`src/rtl/inst_axi_rd_bridge.sv`:
```
// Instruction-fetch sram-like to AXI4 read bridge: single-beat, in-order reads
// with up to MAX_OUTST accepted-but-not-returned requests.
module inst_axi_rd_bridge #(
    parameter int          MAX_OUTST = 2,
    parameter logic [3:0]  AXI_ID    = 4'd0
) (
    input  logic        clk,
    input  logic        reset,
    input  logic        inst_sram_req,
    input  logic        inst_sram_wr,
    input  logic [1:0]  inst_sram_size,
    input  logic [31:0] inst_sram_addr,
    input  logic [3:0]  inst_sram_wstrb,
    input  logic [31:0] inst_sram_wdata,
    output logic        inst_sram_addrok,
    output logic        inst_sram_dataok,
    output logic [31:0] inst_sram_rdata,
    output logic [3:0]  arid,
    output logic [31:0] araddr,
    output logic [7:0]  arlen,
    output logic [2:0]  arsize,
    output logic [1:0]  arburst,
    output logic [1:0]  arlock,
    output logic [3:0]  arcache,
    output logic [2:0]  arprot,
    output logic        arvalid,
    input  logic        arready,
    input  logic [3:0]  rid,
    input  logic [31:0] rdata,
    input  logic [1:0]  rresp,
    input  logic        rlast,
    input  logic        rvalid,
    output logic        rready,
    output logic        bus_err
);

    localparam int             CW      = $clog2(MAX_OUTST + 1);
    localparam logic [CW-1:0]  MAX_CNT = CW'(MAX_OUTST);

    logic          ar_pend_q, ar_pend_d;
    logic [31:0]   araddr_q, araddr_d;
    logic [2:0]    arsize_q, arsize_d;
    logic [CW-1:0] outst_q, outst_d;
    logic          bus_err_q, bus_err_d;
    logic          accept_s;
    logic          r_hs_s;
    logic          unused_s;

    // Writes are never issued from fetch and the single-ID, single-beat bus
    // makes rid/rlast redundant.
    assign unused_s = ^{inst_sram_wr, inst_sram_wstrb, inst_sram_wdata, rid, rlast};

    assign accept_s = inst_sram_req && !ar_pend_q && (outst_q < MAX_CNT);
    assign rready   = (outst_q != {CW{1'b0}});
    assign r_hs_s   = rvalid && rready;

    assign inst_sram_addrok = accept_s;
    assign inst_sram_dataok = r_hs_s;
    assign inst_sram_rdata  = rdata;

    assign arid    = AXI_ID;
    assign araddr  = araddr_q;
    assign arsize  = arsize_q;
    assign arvalid = ar_pend_q;
    assign arlen   = 8'd0;
    assign arburst = 2'b01;
    assign arlock  = 2'b00;
    assign arcache = 4'd0;
    assign arprot  = 3'd0;
    assign bus_err = bus_err_q;

    // Next-state logic for the AR register, outstanding counter and error flag.
    always_comb begin
        ar_pend_d = ar_pend_q;
        araddr_d  = araddr_q;
        arsize_d  = arsize_q;
        outst_d   = outst_q;
        bus_err_d = bus_err_q | (r_hs_s && (rresp != 2'b00));

        if (accept_s) begin
            ar_pend_d = 1'b1;
            araddr_d  = inst_sram_addr;
            arsize_d  = {1'b0, inst_sram_size};
        end else if (ar_pend_q && arready) begin
            ar_pend_d = 1'b0;
        end else begin
            ar_pend_d = ar_pend_q;
        end

        // A return in the same cycle as an accept leaves the count unchanged.
        case ({accept_s, r_hs_s})
            2'b10:   outst_d = outst_q + CW'(1);
            2'b01:   outst_d = outst_q - CW'(1);
            default: outst_d = outst_q;
        endcase
    end

    // State registers with synchronous reset.
    always_ff @(posedge clk) begin
        if (reset) begin
            ar_pend_q <= 1'b0;
            araddr_q  <= 32'd0;
            arsize_q  <= 3'd0;
            outst_q   <= {CW{1'b0}};
            bus_err_q <= 1'b0;
        end else begin
            ar_pend_q <= ar_pend_d;
            araddr_q  <= araddr_d;
            arsize_q  <= arsize_d;
            outst_q   <= outst_d;
            bus_err_q <= bus_err_d;
        end
    end

endmodule

```
`config.mk`:
```
export PLATFORM = sky130hd
export DESIGN_NAME = inst_axi_rd_bridge
export DESIGN_NICKNAME = d
export VERILOG_FILES = /design/src/rtl/inst_axi_rd_bridge.sv
export SDC_FILE = /design/constraint.sdc
export NUM_CORES = 1
export LEC_CHECK = 0
export ABC_AREA = 1
export BUFFER_PORTS_ARGS = -buffer_cell sky130_fd_sc_hd__buf_4
export CORE_AREA = 2 2 81 83
export DETAILED_ROUTE_END_ITERATION = 12
export DIE_AREA = 0 0 83 85
export PLACE_DENSITY_LB_ADDON = 0.15
export REMOVE_ABC_BUFFERS = 1
export SYNTH_ARGS = -nofsm -noshare
export SYNTH_HDL_FRONTEND = slang
export SYNTH_SLANG_ARGS = --single-unit
```
`constraint.sdc`:
```
create_clock -name clk -period 3.5 [get_ports clk]
set_clock_uncertainty 0.15 [all_clocks]
set_input_delay 0.7 -clock clk [delete_from_list [all_inputs] [get_ports clk]]
set_output_delay 0.7 -clock clk [all_outputs]
set_load 0.02 [all_outputs]
```
==> metrics.md, run 1 <==
| Metric | Value |
|---|---|
| Share of the yosys chip area belonging to registers | `0.406` |
| Worst reg-to-reg setup slack | `1.70 ns` |
| Initial Utilization | `0.302` |
| Number of sinks on the clock net | `38` |
| Met3 Resource Use GR | `0.176` |
| Clock buffer depth | `2` |
| H-tree levels | `2` |
| Worst r2r dst | `outst_q[1]` |
| Outcome | `finished clean` |
| Hold Path End | `bus_err` |
| Routed length per instance | `18.3 microns` |
| Detail Route Antenna Nets | `0` |
| Post-synthesis to final-layout area growth | `20.0%` |
| Share of the synthesized area in the top cell type | `0.406` |
| Hold Path Class | `reg -> reg` |
| Number of top-level design ports | `210` |
| Via Count | `1506` |
| Distinct cells, synth | `22` |
| Critical Path End Type | `output port` |
| Core utilization of the finished layout | `0.363` |
| Pin count of the biggest net entering global routing | `37` |
| Core area | `0.00620 sq mm` |
| Initial antenna violation count | `0` |
| Required time of the critical path | `2.65 ns` |
| Time the final worst path needs with I/O delays and setup | `2.13 ns` |
| DRC viols | `0` |
| Global routing usage summed across all routing layers | `0.185` |
| Tot Pwr | `1.49 mW` |
| Final-report hold violation count | `0` |
| Count of flip-flops with a built-in enable after synthesis | `0` |
| Number of global-route vias before repair | `1378` |
| Static leakage | `1.11 nW` |
| Netlist area before placement | `0.00188 sq mm` |
| Startpoint of the worst-slack reg-to-reg timing path | `outst_q[1]` |
| Final worst path period share | `0.609` |
| Peak ir drop on the vdd network | `0.274 mV` |
| Top post-synthesis cells by count | `nor2_1, buf_4, dfxtp_1, o21ai_0` |
| Number of diodes added for antenna fixing | `0` |
| Ys async rst share | `0` |
| Number of hold-repair buffers added at the cts stage | `0` |
| Clk_lat worst skew | `0.28 ns` |
| Syn. warnings | `0` |
| Total congestion overflow after global routing | `0` |
| Clock tree from TritonCTS | `built` |
| Register bit total from synthesis | `38` |
| Count of input and output buffers | `79` |
| Setup repair after global routing missed its margin | `no` |
| Sequential Power Share | `0.383` |
| Clock transition at the register clock pins on the worst setup and hold paths after CTS | `0.07 ns` |
| Hold path start | `bus_err` |
| Fraction of layout instances using a drive strength above 1 | `0.344` |
| Main area contributors after synthesis | `dfxtp_1, buf_4, nor2_1` |
| Filler-free cell count of the finished design | `359` |
| Grt met2 use | `0.262` |
| GRT busiest layer | `met2` |
| DIE WIDTH | `83 microns` |
| Count leader, synth | `nor2_1` |
| Setup Buffers After CTS | `0` |
| Power per Cell Area | `664 mW/mm^2` |
| Slew Limit Fails | `0` |
| Hold depth | `2` |
| Critical Path Max Stage Delay | `0.36 ns` |
| Instance count of the mapped netlist | `237` |
| Via density | `4.19` |
| Routed wire length | `6.57 mm` |
| First-pass GRT wire length | `9.25 mm` |
| Number of violations of the max-capacitance limit | `0` |
| Final setup violation count | `0` |
| CP cell instances | `nor2_2 > nand2_4 > inv_8 > buf_4` |
| Buffers plus inverters on the worst setup path | `2` |
| Cell count after placement | `351` |
| Largest driver fanout on the critical path | `35` |
| Final Worst Setup Slack | `1.37 ns` |
| Depth of the worst register-to-register path | `8` |
| Net switching fraction of the power | `0.360` |
| Worst setup slack before clock tree synthesis | `1.33 ns` |
| Sum of negative setup slack | `0 ns` |
| Critical path startpoint category | `register` |
| Largest delay contributor family on the critical path | `buffers and inverters` |
| Int Pwr | `0.957 mW` |
| CTS Buf Count | `5` |
| Post-synth top area cell | `dfxtp_1` |
| Chip height | `85 microns` |
| Highest Clock Rate | `469 MHz` |
| Synth Area per Inst | `7.91 sq um` |
| Floorplan row count | `29` |
| Clock Root Buffer | `clkbuf_8` |
| Combinational Power Share | `0.374` |
| Share of total power in the clock network | `0.243` |
| Critical path's slowest cell | `dfxtp_1` |
| FILL cells | `674` |
| Worst slew margin | `0.351` |
| Total die area | `0.00706 sq mm` |
| Worst slew pin tran | `0.972 ns` |
| Final estimated routing congestion in global placement | `0.775` |
| Arrival time worst endpoint | `1.28 ns` |
| Most used flip-flop cell after synthesis | `dfxtp_1` |
| Worst setup path category | `reg -> out` |
| # resized after CTS | `0` |
| Layout Nets | `397` |
| Initial DRT Pass Iterations | `4` |
| Detailed placement HPWL | `5.34 mm` |
| GR Layer Usage met1 | `0.168` |
| Drt first-iter violations | `66` |
| Switching power | `0.538 mW` |
## how the worst max path moves through the flow
stage	start	endpoint	slack (ns)	cells after the start
global route	outst_q[1]	inst_sram_addrok	1.28	4
finish	outst_q[1]	inst_sram_addrok	1.37	4
CTS	outst_q[1]	inst_sram_addrok	1.33	4
floorplan	inst_sram_req	inst_sram_addrok	1.59	2
global placement	reset	outst_q[0]	1.32	4
detailed placement	reset	araddr[19]	1.33	4
## worst min-delay path, delay by kind of cell, from the launching register on
| family | cells | cell delay [ns] |
|---|---|---|
| AO/OA/AOI/OAI | 1 | 0.05 |
| buffers and inverters | 1 | 0.05 |
| flip-flops | 1 | 0.32 |
## area by class of cell
| type | count | area, sq um | area share |
|---|---|---|---|
| tap | 77 | 96.3 | 0.0428 |
| multi-input combinational | 147 | 646 | 0.287 |
| inverter | 9 | 41.3 | 0.0183 |
| clock inverter | 1 | 30.0 | 0.0133 |
| timing repair buffer | 80 | 601 | 0.267 |
| sequential | 38 | 761 | 0.338 |
| clock buffer | 7 | 76.3 | 0.0339 |
## metal layers
layer	share of wire	vias to the layer above
li1	-	744
met1	0.32	631
met2	0.41	117
met3	0.20	12
met4	0.055	2
met5	0.0087	-
## per-stage QoR
| step | hold WS (ns) | cell area [sq um] |
|---|---|---|
| final | 0.301 | 2250 |
| after global routing | 0.332 | 2250 |
| after CTS | 0.302 | 2250 |
| after detailed placement | 0.291 | 2140 |
| after global placement | 0.287 | 2140 |
| after floorplan | 0.349 | 1450 |
## cell families after synthesis
group,count (synthesis),synth area share
AND/OR/NAND/NOR,83,0.184
AO/OA/AOI/OAI,39,0.105
adder cells (fa/ha/maj),1,0.00667
buffers and inverters,74,0.294
flip-flops,38,0.406
other,2,0.00400
## power by group through the flow
stage               combinational, mW  clock, mW  sequential (mW)
global placement                0.567          0            0.580
global route                    0.617      0.404            0.584
CTS                             0.569      0.385            0.573
finish                          0.559      0.364            0.572
floorplan                       0.243          0            0.670
detailed placement              0.568          0            0.582
## cell usage in the layout, fill, tap and decap left out
cell type	n
ha_1	1
o21ai_0	28
nand3_1	1
o21a_1	1
inv_1	8
nand2_4	1
nor2_2	8
conb_1	24
nor2_1	65
bufinv_16	1
dfxtp_1	38
o21ai_1	7
nand4_1	1
inv_8	1
clkbuf_8	5
a21oi_1	3
buf_4	80
nand2_1	6
clkbuf_1	2
or2_2	1
## registers in the layout (all words and copies together), names as in the netlist
| signal | count |
|---|---|
| araddr | 32 |
| arsize | 2 |
| arvalid | 1 |
| bus_err | 1 |
| outst_q | 2 |
No activity file was read; power rests on OpenSTA's default activity.
==> run 2: changes to the inputs <==
--- a/config.mk
+++ b/config.mk
@@ -5,11 +5,11 @@
 export SDC_FILE = /design/constraint.sdc
 export NUM_CORES = 1
 export LEC_CHECK = 0
-export ABC_AREA = 1
+export ABC_AREA = 0
 export BUFFER_PORTS_ARGS = -buffer_cell sky130_fd_sc_hd__buf_4
-export CORE_AREA = 2 2 81 83
+export CORE_AREA = 2 2 82 84
 export DETAILED_ROUTE_END_ITERATION = 12
-export DIE_AREA = 0 0 83 85
+export DIE_AREA = 0 0 84 86
 export PLACE_DENSITY_LB_ADDON = 0.15
 export REMOVE_ABC_BUFFERS = 1
 export SYNTH_ARGS = -nofsm -noshare
==> constraint.sdc (replaced) <==
create_clock -name clk -period 2.1 [get_ports clk]
set_clock_uncertainty 0.15 [all_clocks]
set_input_delay 0.42 -clock clk [delete_from_list [all_inputs] [get_ports clk]]
set_output_delay 0.42 -clock clk [all_outputs]
set_load 0.02 [all_outputs]
==> metrics.md, run 2 <==
| Metric | Value |
|---|---|
| Required time of the critical path | `1.53 ns (was 2.65 ns)` |
| Number of hold-repair buffers added at the cts stage | `0 (unchanged)` |
| Sum of negative setup slack | `0 ns (unchanged)` |
| Hold depth | `3 (was 2)` |
| Floorplan row count | `29 (unchanged)` |
| Most frequent standard cell in the layout excluding fill and tap cells | `buf_4 (unchanged)` |
| Clock transition at the register clock pins on the worst setup and hold paths after CTS | `0.08 ns (was 0.07 ns)` |
| Clk_lat worst skew | `0.29 ns (was 0.28 ns)` |
| Static leakage | `1.12 nW (was 1.11 nW)` |
| Arrival time worst endpoint | `1.34 ns (was 1.28 ns)` |
| Top post-synthesis cells by count | `buf_4, dfxtp_1, nor2_1, mux2i_1 (was nor2_1, buf_4, dfxtp_1, o21ai_0)` |
| CTS Buf Count | `5 (unchanged)` |
| DIE WIDTH | `84 microns (was 83 microns)` |
| Setup repair after global routing missed its margin | `no (unchanged)` |
| Post-synth top area cell | `dfxtp_1 (unchanged)` |
| Number of flip-flops in the largest register | `32 (unchanged)` |
| Outcome | `finished clean (unchanged)` |
| Combinational Power Share | `0.365 (was 0.374)` |
| Highest Clock Rate | `524 MHz` |
| Final Worst Setup Slack | `0.190 ns (was 1.37 ns)` |
| Detailed placement HPWL | `5.58 mm (was 5.34 mm)` |
| Main area contributors after synthesis | `dfxtp_1, buf_4, mux2i_1 (was dfxtp_1, buf_4, nor2_1)` |
| Routed length per instance | `21.2 microns (was 18.3 microns)` |
| Core area | `0.00628 sq mm (was 0.00620 sq mm)` |
| Largest driver fanout on the critical path | `23 (was 35)` |
| Share of the yosys chip area belonging to registers | `0.413 (was 0.406)` |
| Switching power | `0.824 mW (was 0.538 mW)` |
| Syn. warnings | `0 (unchanged)` |
| Detail Route Antenna Nets | `0 (unchanged)` |
| Sequential Power Share | `0.377 (was 0.383)` |
| Distinct cells, synth | `22 (unchanged)` |
| Final-report hold violation count | `0 (unchanged)` |
| Register bit total from synthesis | `38 (unchanged)` |
| Hold Path End | `araddr[20] (was bus_err)` |
| Depth of the worst register-to-register path | `5 (was 8)` |
| Final worst path period share | `0.910` |
| # resized after CTS | `0 (unchanged)` |
| Total congestion overflow after global routing | `0 (unchanged)` |
| Count leader, synth | `buf_4 (was nor2_1)` |
| Final setup violation count | `0 (unchanged)` |
| Final estimated routing congestion in global placement | `0.744 (was 0.775)` |
| Critical path startpoint category | `register (unchanged)` |
| Synth Area per Inst | `9.80 sq um (was 7.91 sq um)` |
| Most frequent cells in the layout | `buf_4, dfxtp_1, nor2_1, mux2i_1, conb_1 (was buf_4, nor2_1, dfxtp_1, o21ai_0, conb_1)` |
| Worst setup path category | `reg -> out (unchanged)` |
| Pin count of the biggest net entering global routing | `39 (was 37)` |
| Hold slack | `0.210 ns (was 0.301 ns)` |
| FILL cells | `664 (was 674)` |
| Int Pwr | `1.59 mW (was 0.957 mW)` |
| Share of the synthesized area in the top cell type | `0.413 (was 0.406)` |
| Worst setup slack before clock tree synthesis | `0.408 ns (was 1.33 ns)` |
| Global routing usage summed across all routing layers | `0.184 (was 0.185)` |
| Fraction of layout instances using a drive strength above 1 | `0.390 (was 0.344)` |
| Clock Root Buffer | `clkbuf_8 (unchanged)` |
| Post-synthesis to final-layout area growth | `21.7% (was 20.0%)` |
| Setup Buffers After CTS | `0 (unchanged)` |
| Time the final worst path needs with I/O delays and setup | `1.91 ns` |
| Via density | `4.16 (was 4.19)` |
| Net switching fraction of the power | `0.342 (was 0.360)` |
| Initial Utilization | `0.294 (was 0.302)` |
| Number of global-route vias before repair | `1250 (was 1378)` |
| Startpoint of the worst-slack reg-to-reg timing path | `outst_q[1] (unchanged)` |
| Share of total power in the clock network | `0.258 (was 0.243)` |
| Via Count | `1303 (was 1506)` |
| Critical Path End Type | `output port (unchanged)` |
| Hold path start | `inst_sram_addr[20] (was bus_err)` |
| Count of flip-flops with a built-in enable after synthesis | `0 (unchanged)` |
| Initial DRT Pass Iterations | `5 (was 4)` |
| Total die area | `0.00722 sq mm (was 0.00706 sq mm)` |
| Instance count of the mapped netlist | `188 (was 237)` |
| H-tree levels | `2 (unchanged)` |
| First-pass GRT wire length | `9.22 mm (was 9.25 mm)` |
| Clock buffer depth | `2 (unchanged)` |
| Number of top-level design ports | `210 (unchanged)` |
| Peak ir drop on the vdd network | `0.389 mV (was 0.274 mV)` |
| Number of violations of the max-capacitance limit | `0 (unchanged)` |
| Chip height | `86 microns (was 85 microns)` |
| Ys async rst share | `0 (unchanged)` |
| Drt first-iter violations | `37 (was 66)` |
| Worst reg-to-reg setup slack | `0.46 ns (was 1.70 ns)` |
| Power per Cell Area | `1080 mW/mm^2 (was 664 mW/mm^2)` |
| Netlist area before placement | `0.00184 sq mm (was 0.00188 sq mm)` |
| Worst r2r dst | `outst_q[1] (unchanged)` |
| Slew Limit Fails | `0 (unchanged)` |
| Most used flip-flop cell after synthesis | `dfxtp_1 (unchanged)` |
| Routed wire length | `6.62 mm (was 6.57 mm)` |
| Initial antenna violation count | `0 (unchanged)` |
| Number of diodes added for antenna fixing | `0 (unchanged)` |
| Hold Path Class | `in -> reg (was reg -> reg)` |
| Clock tree from TritonCTS | `built (unchanged)` |
| DRC viols | `0 (unchanged)` |
| Layout Nets | `351 (was 397)` |
| Tot Pwr | `2.41 mW (was 1.49 mW)` |
| Number of sinks on the clock net | `38 (unchanged)` |
| Count of input and output buffers | `79 (unchanged)` |
run 2: stage by stage:
stage                     cell area [sq um]   util  cells
after floorplan                        1430      -    147
after global placement                 2130  0.340    305
after detailed placement               2130  0.340    305
after CTS                              2240  0.357    313
after global routing                   2240  0.357    313
final                                  2240  0.357    313
run 2: worst max-delay path by stage:
stage	startpoint	to	slack, ns	cells past startpoint
6_report	outst_q[1]	inst_sram_addrok	0.19	4
5_1_grt	outst_q[1]	inst_sram_addrok	0.08	4
4_1_cts	outst_q[1]	inst_sram_addrok	0.17	4
3_5_place_dp	rvalid	outst_q[1]	0.41	5
3_3_place_gp	rvalid	outst_q[1]	0.43	5
2_1_floorplan	rvalid	outst_q[1]	0.46	4
run 2: power groups by stage:
| stage | Combinational, mW | Sequential [mW] | Clock, mW |
|---|---|---|---|
| 2_1_floorplan | 0.419 | 1.04 | 0 |
| 3_3_place_gp | 0.884 | 0.923 | 0 |
| 3_5_place_dp | 0.888 | 0.924 | 0 |
| 4_1_cts | 0.890 | 0.910 | 0.650 |
| 5_1_grt | 0.961 | 0.928 | 0.682 |
| 6_report | 0.880 | 0.910 | 0.622 |
run 2: routing by layer:
layer / track usage / part of all wire / up-vias
li1: - / - / 612
met1: 0.139 / 0.25 / 537
met2: 0.285 / 0.44 / 149
met3: 0.252 / 0.30 / 5
met4: 0.0308 / 0.0057 / 0
met5: 0 / 0 / -
run 2: worst max-delay path: stages (launching register included):
cell and delay [ns]:
dfxtp_1 0.36, nor2_2 0.12, nand2_2 0.11, inv_6 0.25, buf_4 0.20
run 2: layout make-up:
type                       instances  area (sq um)  area share
sequential                        38           761       0.339
multi-input combinational        107           656       0.292
timing repair buffer              81           608       0.271
tap                               77          96.3      0.0430
clock buffer                       5          68.8      0.0307
clock inverter                     3          40.0      0.0179
inverter                           2          12.5     0.00558
run 2: cell families after synthesis:
group,synth area share
AO/OA/AOI/OAI,0.0176
XOR/XNOR,0.00951
adder cells (fa/ha/maj),0.00679
buffers and inverters,0.276
flip-flops,0.413
multiplexers,0.185
other,0.00407
AND/OR/NAND/NOR,0.0883
==> run 3: changes to the inputs <==
--- a/config.mk
+++ b/config.mk
@@ -10,7 +10,7 @@
 export CORE_AREA = 2 2 82 84
 export DETAILED_ROUTE_END_ITERATION = 12
 export DIE_AREA = 0 0 84 86
-export PLACE_DENSITY_LB_ADDON = 0.15
+export PLACE_DENSITY = 0.72
 export REMOVE_ABC_BUFFERS = 1
 export SYNTH_ARGS = -nofsm -noshare
 export SYNTH_HDL_FRONTEND = slang
==> metrics.md, run 3 (same netlist as run 2, synthesis figures left out) <==
| Metric | Value |
|---|---|
| Worst r2r dst | `outst_q[1] (unchanged)` |
| Power per Cell Area | `1070 mW/mm^2 (was 1080 mW/mm^2)` |
| Startpoint of the worst-slack reg-to-reg timing path | `outst_q[1] (unchanged)` |
| Final-report hold violation count | `0 (unchanged)` |
| Arrival time worst endpoint | `1.25 ns (was 1.34 ns)` |
| Clock transition at the register clock pins on the worst setup and hold paths after CTS | `0.08 ns (about the same)` |
| DRC viols | `0 (unchanged)` |
| Number of global-route vias before repair | `1258 (was 1250)` |
| Sequential cell area in the final layout | `761 sq um (unchanged)` |
| Net switching fraction of the power | `0.335 (was 0.342)` |
| Detail Route Antenna Nets | `0 (unchanged)` |
| Initial DRT Pass Iterations | `3 (was 5)` |
| Critical Path End Type | `output port (unchanged)` |
| Worst setup slack before clock tree synthesis | `0.411 ns (was 0.408 ns)` |
| Final setup violation count | `0 (unchanged)` |
| Critical path startpoint category | `register (unchanged)` |
| FILL cells | `646 (was 664)` |
| Clock tree from TritonCTS | `built (unchanged)` |
| Global routing usage summed across all routing layers | `0.173 (was 0.184)` |
| Initial antenna violation count | `0 (unchanged)` |
| Detailed placement HPWL | `5.38 mm (was 5.58 mm)` |
| Number of sinks on the clock net | `38 (unchanged)` |
| # resized after CTS | `0 (unchanged)` |
| Outcome | `finished clean (unchanged)` |
| Chip height | `86 microns (unchanged)` |
| Hold slack | `0.210 ns (about the same)` |
| Clk_lat worst skew | `0.28 ns (was 0.29 ns)` |
| Switching power | `0.803 mW (was 0.824 mW)` |
| Slew Limit Fails | `0 (unchanged)` |
| Setup repair after global routing missed its margin | `no (unchanged)` |
| H-tree levels | `2 (unchanged)` |
| Routed length per instance | `19.9 microns (was 21.2 microns)` |
| Largest delay contributor family on the critical path | `buffers and inverters (unchanged)` |
| Clock Root Buffer | `clkbuf_8 (unchanged)` |
| Worst reg-to-reg setup slack | `0.49 ns (was 0.46 ns)` |
| Drt first-iter violations | `38 (was 37)` |
| Number of violations of the max-capacitance limit | `0 (unchanged)` |
| Worst setup path category | `reg -> out (unchanged)` |
| Clock buffer depth | `2 (unchanged)` |
| Area taken by multi-input logic gates | `656 sq um (unchanged)` |
| Int Pwr | `1.59 mW (about the same)` |
| Floorplan row count | `29 (unchanged)` |
| Number of hold-repair buffers added at the cts stage | `0 (unchanged)` |
| Filler-free cell count of the finished design | `313 (unchanged)` |
| Via density | `4.22 (was 4.16)` |
| Routed wire length | `6.22 mm (was 6.62 mm)` |
| Combinational Power Share | `0.362 (was 0.365)` |
| Initial Utilization | `0.294 (unchanged)` |
| Number of top-level design ports | `210 (unchanged)` |
| Highest Clock Rate | `549 MHz (was 524 MHz)` |
| Critical Path Max Stage Delay | `0.35 ns (was 0.36 ns)` |
| Share of total power in the clock network | `0.258 (about the same)` |
| Number of flip-flops in the largest register | `32 (unchanged)` |
| Total congestion overflow after global routing | `0 (unchanged)` |
| Peak ir drop on the vdd network | `0.410 mV (was 0.389 mV)` |
| Most frequent cells in the layout | `buf_4, dfxtp_1, nor2_1, mux2i_1, conb_1 (unchanged)` |
| Sum of negative setup slack | `0 ns (unchanged)` |
| DIE WIDTH | `84 microns (unchanged)` |
| Core utilization of the finished layout | `0.357 (about the same)` |
| First-pass GRT wire length | `8.67 mm (was 9.22 mm)` |
| Hold Path End | `araddr[28] (was araddr[20])` |
| Time the final worst path needs with I/O delays and setup | `1.82 ns (was 1.91 ns)` |
| CP cell instances | `nor2_2 > nand2_2 > inv_6 > buf_4 (unchanged)` |
| Layout Nets | `351 (unchanged)` |
| Post-synthesis to final-layout area growth | `21.7% (about the same)` |
| Hold Path Class | `in -> reg (unchanged)` |
| Number of diodes added for antenna fixing | `0 (unchanged)` |
| Hold depth | `3 (unchanged)` |
| Setup Buffers After CTS | `0 (unchanged)` |
| Placed inst area | `0.00213 sq mm (unchanged)` |
| Critical path's slowest cell | `dfxtp_1 (unchanged)` |
| Total die area | `0.00722 sq mm (unchanged)` |
| Final Worst Setup Slack | `0.277 ns (was 0.190 ns)` |
| Count of input and output buffers | `79 (unchanged)` |
| Required time of the critical path | `1.53 ns (about the same)` |
| Depth of the worst register-to-register path | `5 (unchanged)` |
| Pin count of the biggest net entering global routing | `39 (unchanged)` |
| Final estimated routing congestion in global placement | `0.800 (was 0.744)` |
| Hold path start | `inst_sram_addr[28] (was inst_sram_addr[20])` |
| Largest driver fanout on the critical path | `18 (was 23)` |
| Buffers plus inverters on the worst setup path | `2 (unchanged)` |
| Via Count | `1321 (was 1303)` |
| Area of all placed cells without fillers | `0.00224 sq mm (about the same)` |
| CTS Buf Count | `5 (unchanged)` |
| Tot Pwr | `2.40 mW (was 2.41 mW)` |
| Final worst path period share | `0.868 (was 0.910)` |
| Core area | `0.00628 sq mm (unchanged)` |
| Cell count after placement | `305 (unchanged)` |
| Fraction of layout instances using a drive strength above 1 | `0.386 (was 0.390)` |
| Static leakage | `1.11 nW (was 1.12 nW)` |
| Most frequent standard cell in the layout excluding fill and tap cells | `buf_4 (unchanged)` |
| Sequential Power Share | `0.380 (was 0.377)` |
[run 3: cell count changes in the layout (fill, tap and decap cells not counted)]
| cell | previous run | this run |
|---|---|---|
| clkinv_2 | 2 | 0 |
| clkbuf_1 | 0 | 1 |
| clkinvlp_4 | 0 | 1 |
[run 3: power by group through the flow]
| stage | Combinational [mW] | Sequential, mW | Clock, mW |
|---|---|---|---|
| floorplan | 0.419 | 1.04 | 0 |
| global placement | 0.868 | 0.921 | 0 |
| detailed placement | 0.880 | 0.924 | 0 |
| CTS | 0.881 | 0.911 | 0.645 |
| global route | 0.937 | 0.927 | 0.679 |
| finish | 0.868 | 0.910 | 0.618 |
[run 3: area by class of cell]
| type | instances | area share |
|---|---|---|
| sequential | 38 | 0.339 |
| multi-input combinational | 107 | 0.292 |
| timing repair buffer | 81 | 0.271 |
| tap | 77 | 0.0429 |
| clock buffer | 6 | 0.0323 |
| clock inverter | 2 | 0.0167 |
| inverter | 2 | 0.00558 |
[run 3: worst reg2reg max path, stage by stage (launching register included)]
cell and delay [ns]:
dfxtp_1 0.35, nor2_2 0.12, nand2_2 0.10, ha_1 0.34
or3_1 0.35, a21oi_1 0.14
[run 3: how the worst max path moves through the flow]
stage	to	start	cells past startpoint
finish	inst_sram_addrok	outst_q[1]	4
global route	inst_sram_addrok	outst_q[1]	4
CTS	inst_sram_addrok	outst_q[1]	4
detailed placement	outst_q[1]	rvalid	5
global placement	outst_q[1]	rvalid	5
floorplan	outst_q[1]	rvalid	4
[run 3: per-layer routing]
layer | up-vias | global-route usage | wire, microns
met2 | 130 | 0.273 | 2780
met5 | - | 0.0629 | 63
li1 | 613 | - | -
met4 | 2 | 0.0396 | 72
met1 | 568 | 0.130 | 1620
met3 | 8 | 0.213 | 1690
